**config.mk**
```make
export PLATFORM = sky130hd
export DESIGN_NAME = regfile_pc_bank
export DESIGN_NICKNAME = d
export VERILOG_FILES = /design/src/rtl/regfile_pc_bank.sv
export SDC_FILE = /design/constraint.sdc
export NUM_CORES = 1
export LEC_CHECK = 0
export ABC_AREA = 1
export CORE_ASPECT_RATIO = 1.75
export CORE_MARGIN = 2
export CORE_UTILIZATION = 47
export CTS_BUF_LIST = sky130_fd_sc_hd__clkbuf_2
export CTS_CLUSTER_DIAMETER = 200
export CTS_CLUSTER_SIZE = 12
export DETAILED_ROUTE_END_ITERATION = 8
export PLACE_DENSITY = 0.8
export SLEW_MARGIN = 20
export SYNTH_ARGS = -nofsm -noshare
export SYNTH_HDL_FRONTEND = slang
export SYNTH_SLANG_ARGS = --single-unit
export TNS_END_PERCENT = 20
```
**constraint.sdc**
```tcl
create_clock -name clk -period 3.1 [get_ports clk]
set_input_delay 0.62 -clock clk [delete_from_list [all_inputs] [get_ports clk]]
set_output_delay 0.62 -clock clk [all_outputs]
set_load 0.1 [all_outputs]
```
**src/rtl/regfile_pc_bank.sv**
```systemverilog
`default_nettype none
// ============================================================================
//  Module      : regfile_pc_bank
//  Description : DEPTH x WIDTH register bank with one write port, two
//                combinational read ports and a program-counter entry at
//                PC_IDX that has its own load port and auto-increment.
//                Sits between decode (reads) and writeback (writes).
//
//  Ports
//    clk        in   1      clock, all state changes on posedge
//    reset      in   1      synchronous, active-low reset
//    wr_n       in   1      active-low general write enable
//    wr_addr    in   AW     general write address
//    wr_data    in   WIDTH  general write data
//    rd_addr_a  in   AW     read port A address
//    rd_data_a  out  WIDTH  read port A data (combinational)
//    rd_addr_b  in   AW     read port B address
//    rd_data_b  out  WIDTH  read port B data (combinational)
//    pc_wr_n    in   1      active-low PC load (branch/jump)
//    pc_in      in   WIDTH  PC load value
//    pc_inc     in   1      active-high PC increment
//    pc_out     out  WIDTH  registered PC, never bypassed
//
//  Revision    : 1.0  initial release
// ============================================================================
module regfile_pc_bank #(
    parameter int               WIDTH    = 16,
    parameter int               DEPTH    = 8,
    parameter int               AW       = 3,
    parameter int               PC_IDX   = 7,
    parameter logic [WIDTH-1:0] RESET_PC = '0,
    parameter logic [WIDTH-1:0] PC_STEP  = 1,
    parameter bit               BYPASS   = 1'b1,
    parameter bit               ZERO_R0  = 1'b0
) (
    input  logic             clk,
    input  logic             reset,
    input  logic             wr_n,
    input  logic [AW-1:0]    wr_addr,
    input  logic [WIDTH-1:0] wr_data,
    input  logic [AW-1:0]    rd_addr_a,
    output logic [WIDTH-1:0] rd_data_a,
    input  logic [AW-1:0]    rd_addr_b,
    output logic [WIDTH-1:0] rd_data_b,
    input  logic             pc_wr_n,
    input  logic [WIDTH-1:0] pc_in,
    input  logic             pc_inc,
    output logic [WIDTH-1:0] pc_out
);

    localparam logic [AW-1:0] c_pc_addr = AW'(PC_IDX);

    // Current contents of every entry, one element per storage slot.
    logic [WIDTH-1:0] w_regs [DEPTH];

    // ------------------------------------------------------------------
    // Storage
    // ------------------------------------------------------------------
    for (genvar i = 0; i < DEPTH; i++) begin : g_reg
        if (i == PC_IDX) begin : g_pc
            logic [WIDTH-1:0] r_pc;

            // A branch load beats a writeback to the PC slot, which in
            // turn beats the fetch increment.
            always_ff @(posedge clk) begin
                if (!reset)
                    r_pc <= RESET_PC;
                else if (!pc_wr_n)
                    r_pc <= pc_in;
                else if (!wr_n && wr_addr == c_pc_addr)
                    r_pc <= wr_data;
                else if (pc_inc)
                    r_pc <= r_pc + PC_STEP;
            end

            assign w_regs[i] = r_pc;
        end else if (ZERO_R0 && i == 0) begin : g_zero
            // Hard-wired zero register: no storage at all.
            assign w_regs[i] = '0;
        end else begin : g_gen
            logic [WIDTH-1:0] r_q;

            always_ff @(posedge clk) begin
                if (!reset)
                    r_q <= '0;
                else if (!wr_n && wr_addr == AW'(i))
                    r_q <= wr_data;
            end

            assign w_regs[i] = r_q;
        end
    end

    // ------------------------------------------------------------------
    // Read ports (identical logic, instantiated per port)
    // ------------------------------------------------------------------
    logic [AW-1:0]    w_rd_addr [2];
    logic [WIDTH-1:0] w_rd_data [2];

    assign w_rd_addr[0] = rd_addr_a;
    assign w_rd_addr[1] = rd_addr_b;

    for (genvar p = 0; p < 2; p++) begin : g_rd
        logic w_byp;
        logic w_zero;

        assign w_zero = ZERO_R0 && (w_rd_addr[p] == '0);

        // Forward the writeback value unless a branch load is hitting the
        // PC on the same edge -- then the written value never lands, so
        // the registered PC is the honest answer.
        assign w_byp = BYPASS && !wr_n && (wr_addr == w_rd_addr[p])
                       && ((wr_addr != c_pc_addr) || pc_wr_n);

        always_comb begin
            w_rd_data[p] = w_regs[w_rd_addr[p]];
            if (w_byp)
                w_rd_data[p] = wr_data;
            if (w_zero)
                w_rd_data[p] = '0;
        end
    end

    assign rd_data_a = w_rd_data[0];
    assign rd_data_b = w_rd_data[1];
    assign pc_out    = w_regs[PC_IDX];

endmodule
`default_nettype wire
```
# Yosys cells after proc, flatten, opt, wreduce, memory -nomap -nowiden
# Index checks and enable logic that the tools add are counted.
# word_totals
regBits	128
inputBits	46
out_inout_bits	48
wordCells	50
# classes
n_addsub	1
order_cmp	2
eq_ne	11
mux	11
bitwise	2
n_reduce_logical	15
# ops
cell	n
2-to-1 mux 16 bit	9
binary-select mux 16 bit (select 3 bit)	2
adder 16 x 1 -> 16 bit, second input constant	1
== test 3 bit, second input constant	4
logical AND 1 bit	12
>= comparator 4 bit, second input constant	2
inverter 3 -> 4 bit	2
== test 3 x 2 -> 1 bit, second input constant	2
== test 3 bit	2
== test 3 x 1 -> 1 bit, second input constant	1
zero test 3 bit	1
inequality test 3 x 1 -> 1 bit, second input constant	1
inequality test 3 bit, second input constant	1
zero test 1 bit	1
logical OR 1 bit	1

# Longest topological paths before layout
# Gate-level depths: netlist of run 1.
# logic_depth
ltp_word	5
mapped_depth	10
ltp_nobuf	10

# Least setup slack after synthesis of run 1
# OpenSTA, ideal clock, no wires.
# synth_path
kind	input to output
from	input port rd_addr_b[0]
to	output port rd_data_b[15]
arrival_ns	3.516
required_ns	2.480
slack_ns	-1.036
cell_stages	9
path_buffers	3
cell_sequence	buf_2 inv_1 nand2_1 nand3_1 nor2_1 nand2_1 buf_4 buf_6 o21ai_0
# synth_between
elab_chain_len	5
word_cells_on_any_way	8
cone_classes	1 x eq/ne; 4 x mux; 1 x bitwise; 2 x reduce/logical
# synth_lines
element	line_no	rtl
start, declared	43	input logic [AW-1:0] rd_addr_b,
inverter 3 -> 4 bit (not written as such)	116	w_rd_data[p] = w_regs[w_rd_addr[p]];
binary-select mux 16 bit (select 3 bit)	116	
2-to-1 mux 16 bit (not written as such) (2 in a row)	116	
2-to-1 mux 16 bit *	117	if (w_byp)
end, declared	44	output logic [WIDTH-1:0] rd_data_b,
# Mark *: on every way between the ends. The rest lies on a longest branch, timed or not. The select of a mux whose other input is x is not followed.

# Worst setup path in the final report of run 1
# layout_path
from	input port wr_addr[1]
to	output port rd_data_a[7]
# layout_between
elab_chain_len	4
word_cells_on_any_way	6
cone_classes	2 x eq/ne; 1 x mux; 3 x reduce/logical
# layout_lines
element	line_no	rtl
start, declared	39	input logic [AW-1:0] wr_addr,
== test 3 bit / inequality test 3 bit (equally long branches)	112, 113	
logical AND 1 bit / logical OR 1 bit (equally long branches)	112, 113	
logical AND 1 bit *	113	&& ((wr_addr != c_pc_addr) || pc_wr_n);
2-to-1 mux 16 bit *	117	
end, declared	42	output logic [WIDTH-1:0] rd_data_a,
# Mark *: on every way between the ends. The rest lies on a longest branch, timed or not.

==> summary.md, run 1 <==
| Metric | Value |
|---|---|
| Worst hold path class | primary input to flip-flop |
| Port bufs | 93 |
| # IOs | 94 |
| Clock buffer depth | 2 |
| Minimum clock period | 3.02 ns |
| Register area share after synthesis | 0.343 |
| Synth warn | 0 |
| Post-synthesis cell type count | 31 |
| Final WL | 25000 um |
| First-pass GRT wire length | 39400 um |
| DRT Pass-1 Iters | 7 |
| Clk slew on worst S/H paths | 0.22 ns |
| CTS tree | built |
| Drt wl/cell | 18.0 um |
| Lkg Pwr | 0.00364 uW |
| Setup CP Type | primary input to primary output |
| Slew @ Worst Pin | 0.734 ns |
| Most frequent cells in the layout | a21oi_1 (210), o21ai_0 (198), dfxtp_1 (128), nand2_1 (113), nand3_1 (109) |
| Top cells by area, synth | dfxtp_1 (34%), o21ai_0 (15%), a21oi_1 (14%) |
| Area Overhead vs Synth | 23.7% |
| Slowest stage delay, CP | 0.59 ns |
| CP required | 2.48 ns |
| Status | completed |
| Busiest grt layer | met2 |
| Place WS | 0.0281 ns |
| Setup crit end kind | primary output |
| Post-detailed-route count of antenna-violating nets | 0 |
| Residual DRC count | 0 |
| Num CTS Buffers | 17 |
| Largest net degree at the start of global routing | 77 |
| Flops & latches, synth | 128 |
| GP Congestion | 0.894 |
| Worst-path maximum fanout | 32 |
| Total global routing track utilization | 0.290 |
| Die area | 17000 sq um |
| Finished Cell Area | 9250 sq um |
| HPWL after DPL | 17000 um |
| Fin Hold WS | 0.500 ns |
| # setup viols final | 0 |
| Slowest CP cell | clkdlybuf4s50_1 |
| Vias in the first global route | 7870 |
| Mapped cell area | 7480 sq um |
| Vias post-DR | 8551 |
| Pins Over Slew Limit | 0 |
| Die Height | 171 um |
| WP data arrival | 2.40 ns |
| Initial Utilization | 0.475 |
| Fraction of layout cells with a size suffix above 1 | 0.136 |
| First DRT Iteration DRCs | 749 |
| Core Region | 15700 sq um |
| Worst Setup Start Kind | primary input |
| Worst-skew pair later-pin latency | 0.71 ns |
| Power per cell area | 484 nW/um^2 |
| CP cell instances | clkdlybuf4s50_1 -> inv_2 -> o21ai_0 -> a21oi_1 -> nand3_1 -> buf_12 -> nand3_1 -> o21ai_1 -> buf_12 |
| DR vias/cell | 6.17 |
| Synth area leader | dfxtp_1 |
| Clk sinks | 128 |
| Commonest non-fill, non-tap cell in the layout | a21oi_1 |
| GRT met1 Usage | 0.334 |
| VDD IR max | 250 uV |
| Syn avg cell area | 6.67 sq um |
| FMAX | 0.331 GHz |
| Syn_nets | 1168 |
| Utilization after layout | 0.588 |
| Nets | 1229 |
| Root Driver | clkbuf_2 |
| Placed inst area | 8960 sq um |
| Cell Rows | 61 |
| Met2 usage | 0.493 |
| Clk_skew | 0.00495 ns |
| Share of the synthesized area in the top cell type | 0.343 |
| Number of H-tree levels | 4 |
| Met3 GRT Util | 0.0466 |
| Non-filler instance count after layout | 1386 |
| Worst slew margin | 0.510 |
| Final Worst Setup Slack | 0.0786 ns |
| Fillers | 1470 |
| Final hold vios | 0 |
| Max_cap viols | 0 |
| Synth Instances | 1121 |
| Congestion Overflow GR | 0 |
| Part of the cycle the worst path needs | 0.975 |
| Horiz. Die Dim | 99.3 um |
| Initial antenna violation count | 1 |
| Post-CTS Setup Repair Bufs | 0 |
| DP Cell Count | 1352 |
## registers in the layout, summed over array words and instances (netlist names)
name / count
g.g_gen.r_q: 112
pc_out: 16
## metal layers
layer / vias to the layer above / wire (um)
met3: 118 / 1830
met1: 3910 / 9240
li1: 4056 / -
met5: - / 0
met4: 0 / 1410
met2: 467 / 12500
## critical path, delay by kind of cell
family | cells | cell delay (ns)
AO/OA/AOI/OAI | 3 | 0.37
AND/OR/NAND/NOR | 2 | 0.28
buffers and inverters | 4 | 1.11
## cell families after synthesis
| logic type | count (synthesis) | share of synthesized area |
|---|---|---|
| AOI/OAI and AO/OA | 525 | 0.380 |
| and+or+nand+nor | 265 | 0.162 |
| buffers and inverters | 197 | 0.108 |
| DFF | 128 | 0.343 |
| xor gates and xnor gates | 5 | 0.00586 |
| adders and majority gates | 1 | 0.00167 |
## per-stage QoR
stage	power, uW	setup TNS, ns
CTS	4470	0
global route	4630	-0.0108
floorplan	2770	-5.74
detailed placement	3290	0
global placement	3270	0
finish	4480	0
## where the power goes
part           leakage, uW  internal [uW]  switching, uW
sequential         0.00104           1720           58.2
combinational      0.00244            483           1010
clock             0.000158            531            674
total              0.00364           2730           1750
## path summary, 6_finish.rpt
kind | startpoint | end | slack (ns) | depth (start not counted)
worst max-delay path | wr_addr[1] | rd_data_a[7] | 0.08 | 9
worst max register to register | pc_out[1]$_SDFFE_PN0P_ | pc_out[14]$_SDFFE_PN0P_ | 1.44 | 7
worst min register to register | g_reg[3].g_gen.r_q[7]$_SDFFE_PN0P_ | g_reg[3].g_gen.r_q[7]$_SDFFE_PN0P_ | 0.53 | 2
worst min-delay path | reset | pc_out[11]$_SDFFE_PN0P_ | 0.50 | 3
## what timing repair did
| item | in CTS | in global routing |
|---|---|---|
| resized for setup | 0 | 3 |
| endpoints found under the setup margin | 0 | 21 |
| hold buffers | 0 | 0 |
## layout make-up
cell class / instances / area, sq um / share of cell area
antenna: 2 / 5.00 / 0.000541
sequential: 128 / 2560 / 0.277
clock inverter: 14 / 191 / 0.0207
multi-input combinational: 796 / 4120 / 0.446
inverter: 101 / 382 / 0.0412
timing repair buffer: 138 / 1660 / 0.179
tap: 189 / 236 / 0.0256
clock buffer: 18 / 90.1 / 0.00974
## cell usage after synthesis (all sizes together)
| cell | n |
|---|---|
| nor3 | 1 |
| nand2 | 117 |
| clkbuf | 53 |
| inv | 86 |
| buf | 43 |
| ha | 1 |
| o21ai | 235 |
| o22ai | 1 |
| or2 | 1 |
| nor2 | 32 |
| nand3 | 109 |
| xnor2 | 1 |
| nand3b | 1 |
| dfxtp | 128 |
| a21oi | 220 |
| xor2 | 4 |
| o211ai | 69 |
| clkinv | 15 |
| nand4 | 4 |
Power figures use the tool's default switching activity.
==> inputs of run 2 (changes only) <==
--- a/config.mk
+++ b/config.mk
@@ -9,7 +9,7 @@
 export CORE_ASPECT_RATIO = 1.75
 export CORE_MARGIN = 2
 export CORE_UTILIZATION = 47
-export CTS_BUF_LIST = sky130_fd_sc_hd__clkbuf_2
+export CTS_BUF_LIST = sky130_fd_sc_hd__clkbuf_4
 export CTS_CLUSTER_DIAMETER = 200
 export CTS_CLUSTER_SIZE = 12
 export DETAILED_ROUTE_END_ITERATION = 8
==> summary.md, run 2 (same netlist as run 1, synthesis figures left out) <==
| Metric | Value |
|---|---|
| Max reg flops | 112 (unchanged) |
| Lkg Pwr | 0.00365 uW (+0.22%) |
| Largest net degree at the start of global routing | 77 (unchanged) |
| Clk sinks | 128 (unchanged) |
| Area Overhead vs Synth | 24.3% |
| Worst slew margin | 0.513 (+0.00232) |
| Die area | 17000 sq um (unchanged) |
| Slew @ Worst Pin | 0.731 ns (-0.00348 ns) |
| Clk slew on worst S/H paths | 0.10 ns (-0.12 ns) |
| Largest register by flop count | g.g_gen.r_q |
| Worst-path maximum fanout | 32 (unchanged) |
| Pins Over Slew Limit | 0 (unchanged) |
| Nets | 1229 (unchanged) |
| First-pass GRT wire length | 39400 um (+0.11%) |
| Most frequent cells in the layout | a21oi_1 (210), o21ai_0 (198), dfxtp_1 (128), nand2_1 (113), nand3_1 (109) |
| VDD IR max | 246 uV (-1.4%) |
| Drt wl/cell | 18.1 um (+0.22%) |
| # setup viols final | 0 (unchanged) |
| Congestion Overflow GR | 0 (unchanged) |
| Final Worst Setup Slack | 0.0802 ns (+0.00154 ns) |
| Vias post-DR | 8503 (-0.56%) |
| CTS Hold Bufs | 0 (unchanged) |
| WP data arrival | 2.40 ns (about the same) |
| HPWL after DPL | 17000 um (unchanged) |
| CTS tree | built |
| Initial antenna violation count | 1 (unchanged) |
| First DRT Iteration DRCs | 782 (+4.4%) |
| Power per cell area | 494 nW/um^2 (+2.0%) |
| Max_cap viols | 0 (unchanged) |
| Final WL | 25000 um (+0.15%) |
| Clock buffer depth | 2 (unchanged) |
| CP cell instances | clkdlybuf4s50_1 -> inv_2 -> o21ai_0 -> a21oi_1 -> nand3_1 -> buf_12 -> nand3_1 -> o21ai_1 -> buf_12 |
| Worst hold path class | flip-flop to flip-flop |
| Fin Setup TNS | 0 ns (unchanged) |
| Setup crit end kind | primary output |
| GP Congestion | 0.894 (unchanged) |
| Total global routing track utilization | 0.290 (about the same) |
| Num CTS Buffers | 17 (unchanged) |
| R2R setup slack | 1.46 ns (+0.02 ns) |
| Vias in the first global route | 7863 (-0.089%) |
| Worst Setup Start Kind | primary input |
| Fraction of layout cells with a size suffix above 1 | 0.136 (unchanged) |
| CP required | 2.48 ns (about the same) |
| Number of H-tree levels | 4 (unchanged) |
| Slowest CP cell | clkdlybuf4s50_1 |
| Slowest stage delay, CP | 0.59 ns (about the same) |
| Core Region | 15700 sq um (unchanged) |
| Post-detailed-route count of antenna-violating nets | 0 (unchanged) |
| FMAX | 0.331 GHz (about the same) |
| Status | completed |
| Cell Rows | 61 (unchanged) |
| # IOs | 94 (unchanged) |
| Root Driver | clkbuf_4 |
| Initial Utilization | 0.475 (unchanged) |
| Die Height | 171 um (unchanged) |
| Place WS | 0.0281 ns (unchanged) |
| Horiz. Die Dim | 99.3 um (unchanged) |
| Clk_skew | 0.00411 ns (-0.000834 ns) |
| Finished Cell Area | 9290 sq um (+0.46%) |
| Minimum clock period | 3.02 ns (-0.00154 ns) |
| Commonest non-fill, non-tap cell in the layout | a21oi_1 |
| DRT Pass-1 Iters | 6 (-1) |
| Placed inst area | 8960 sq um (unchanged) |
| Worst-skew pair later-pin latency | 0.54 ns (-0.17 ns) |
| Final hold vios | 0 (unchanged) |
| Residual DRC count | 0 (unchanged) |
| Part of the cycle the worst path needs | 0.974 (about the same) |
| Utilization after layout | 0.591 (+0.00271) |
| Setup CP Type | primary input to primary output |
| Port bufs | 93 (unchanged) |
| DR vias/cell | 6.14 (-0.49%) |
run 2: what timing repair did:
action,4_1_cts,5_1_grt
resized for setup,0,3
endpoints found under the setup margin,0,21
buffers inserted,0,0
run 2: layer usage:
layer | global-route usage | vias to the layer above | wire (um)
met5 | 0 | - | 0
met2 | 0.495 | 474 | 12500
met4 | 0.181 | 0 | 1340
li1 | - | 4051 | -
met3 | 0.0449 | 105 | 2080
met1 | 0.337 | 3873 | 9110
run 2: metrics by stage:
stage          total power [uW]  instances  hold slack, ns
6_report                   4590       1385           0.525
5_1_grt                    4750       1385           0.538
4_1_cts                    4580       1384           0.525
3_5_place_dp               3290       1352           0.506
3_3_place_gp               3270       1352           0.503
2_1_floorplan              2770       1121           0.492
run 2: final timing paths:
path / startpoint / end / depth (start not counted)
setup / recovery: wr_addr[1] / rd_data_a[7] / 9
hold / removal: g_reg[3].g_gen.r_q[7]$_SDFFE_PN0P_ / g_reg[3].g_gen.r_q[7]$_SDFFE_PN0P_ / 2
setup reg to reg: pc_out[0]$_SDFFE_PN0P_ / pc_out[14]$_SDFFE_PN0P_ / 7
hold reg to reg: g_reg[3].g_gen.r_q[7]$_SDFFE_PN0P_ / g_reg[3].g_gen.r_q[7]$_SDFFE_PN0P_ / 2
run 2: critical path: cells and delay by family:
kind,cells,cell delay (ns)
AO/OA/AOI/OAI,3,0.37
AND/OR/NAND/NOR,2,0.28
buffers and inverters,4,1.11
run 2: where the power goes:
part,switching [uW],internal [uW],leakage (uW)
combinational,1010,483,0.00244
sequential,58.4,1710,0.00104
clock,671,647,0.000166
total,1740,2840,0.00365
run 2: layout make-up:
class	count	area (sq um)
diodes	1	2.50
well taps	189	236
clock inverters	14	191
flip-flops and latches	128	2560
inverters	101	382
multi-input cells	796	4120
clock buffers	18	135
repair buffers	138	1660
fillers	1456	6430
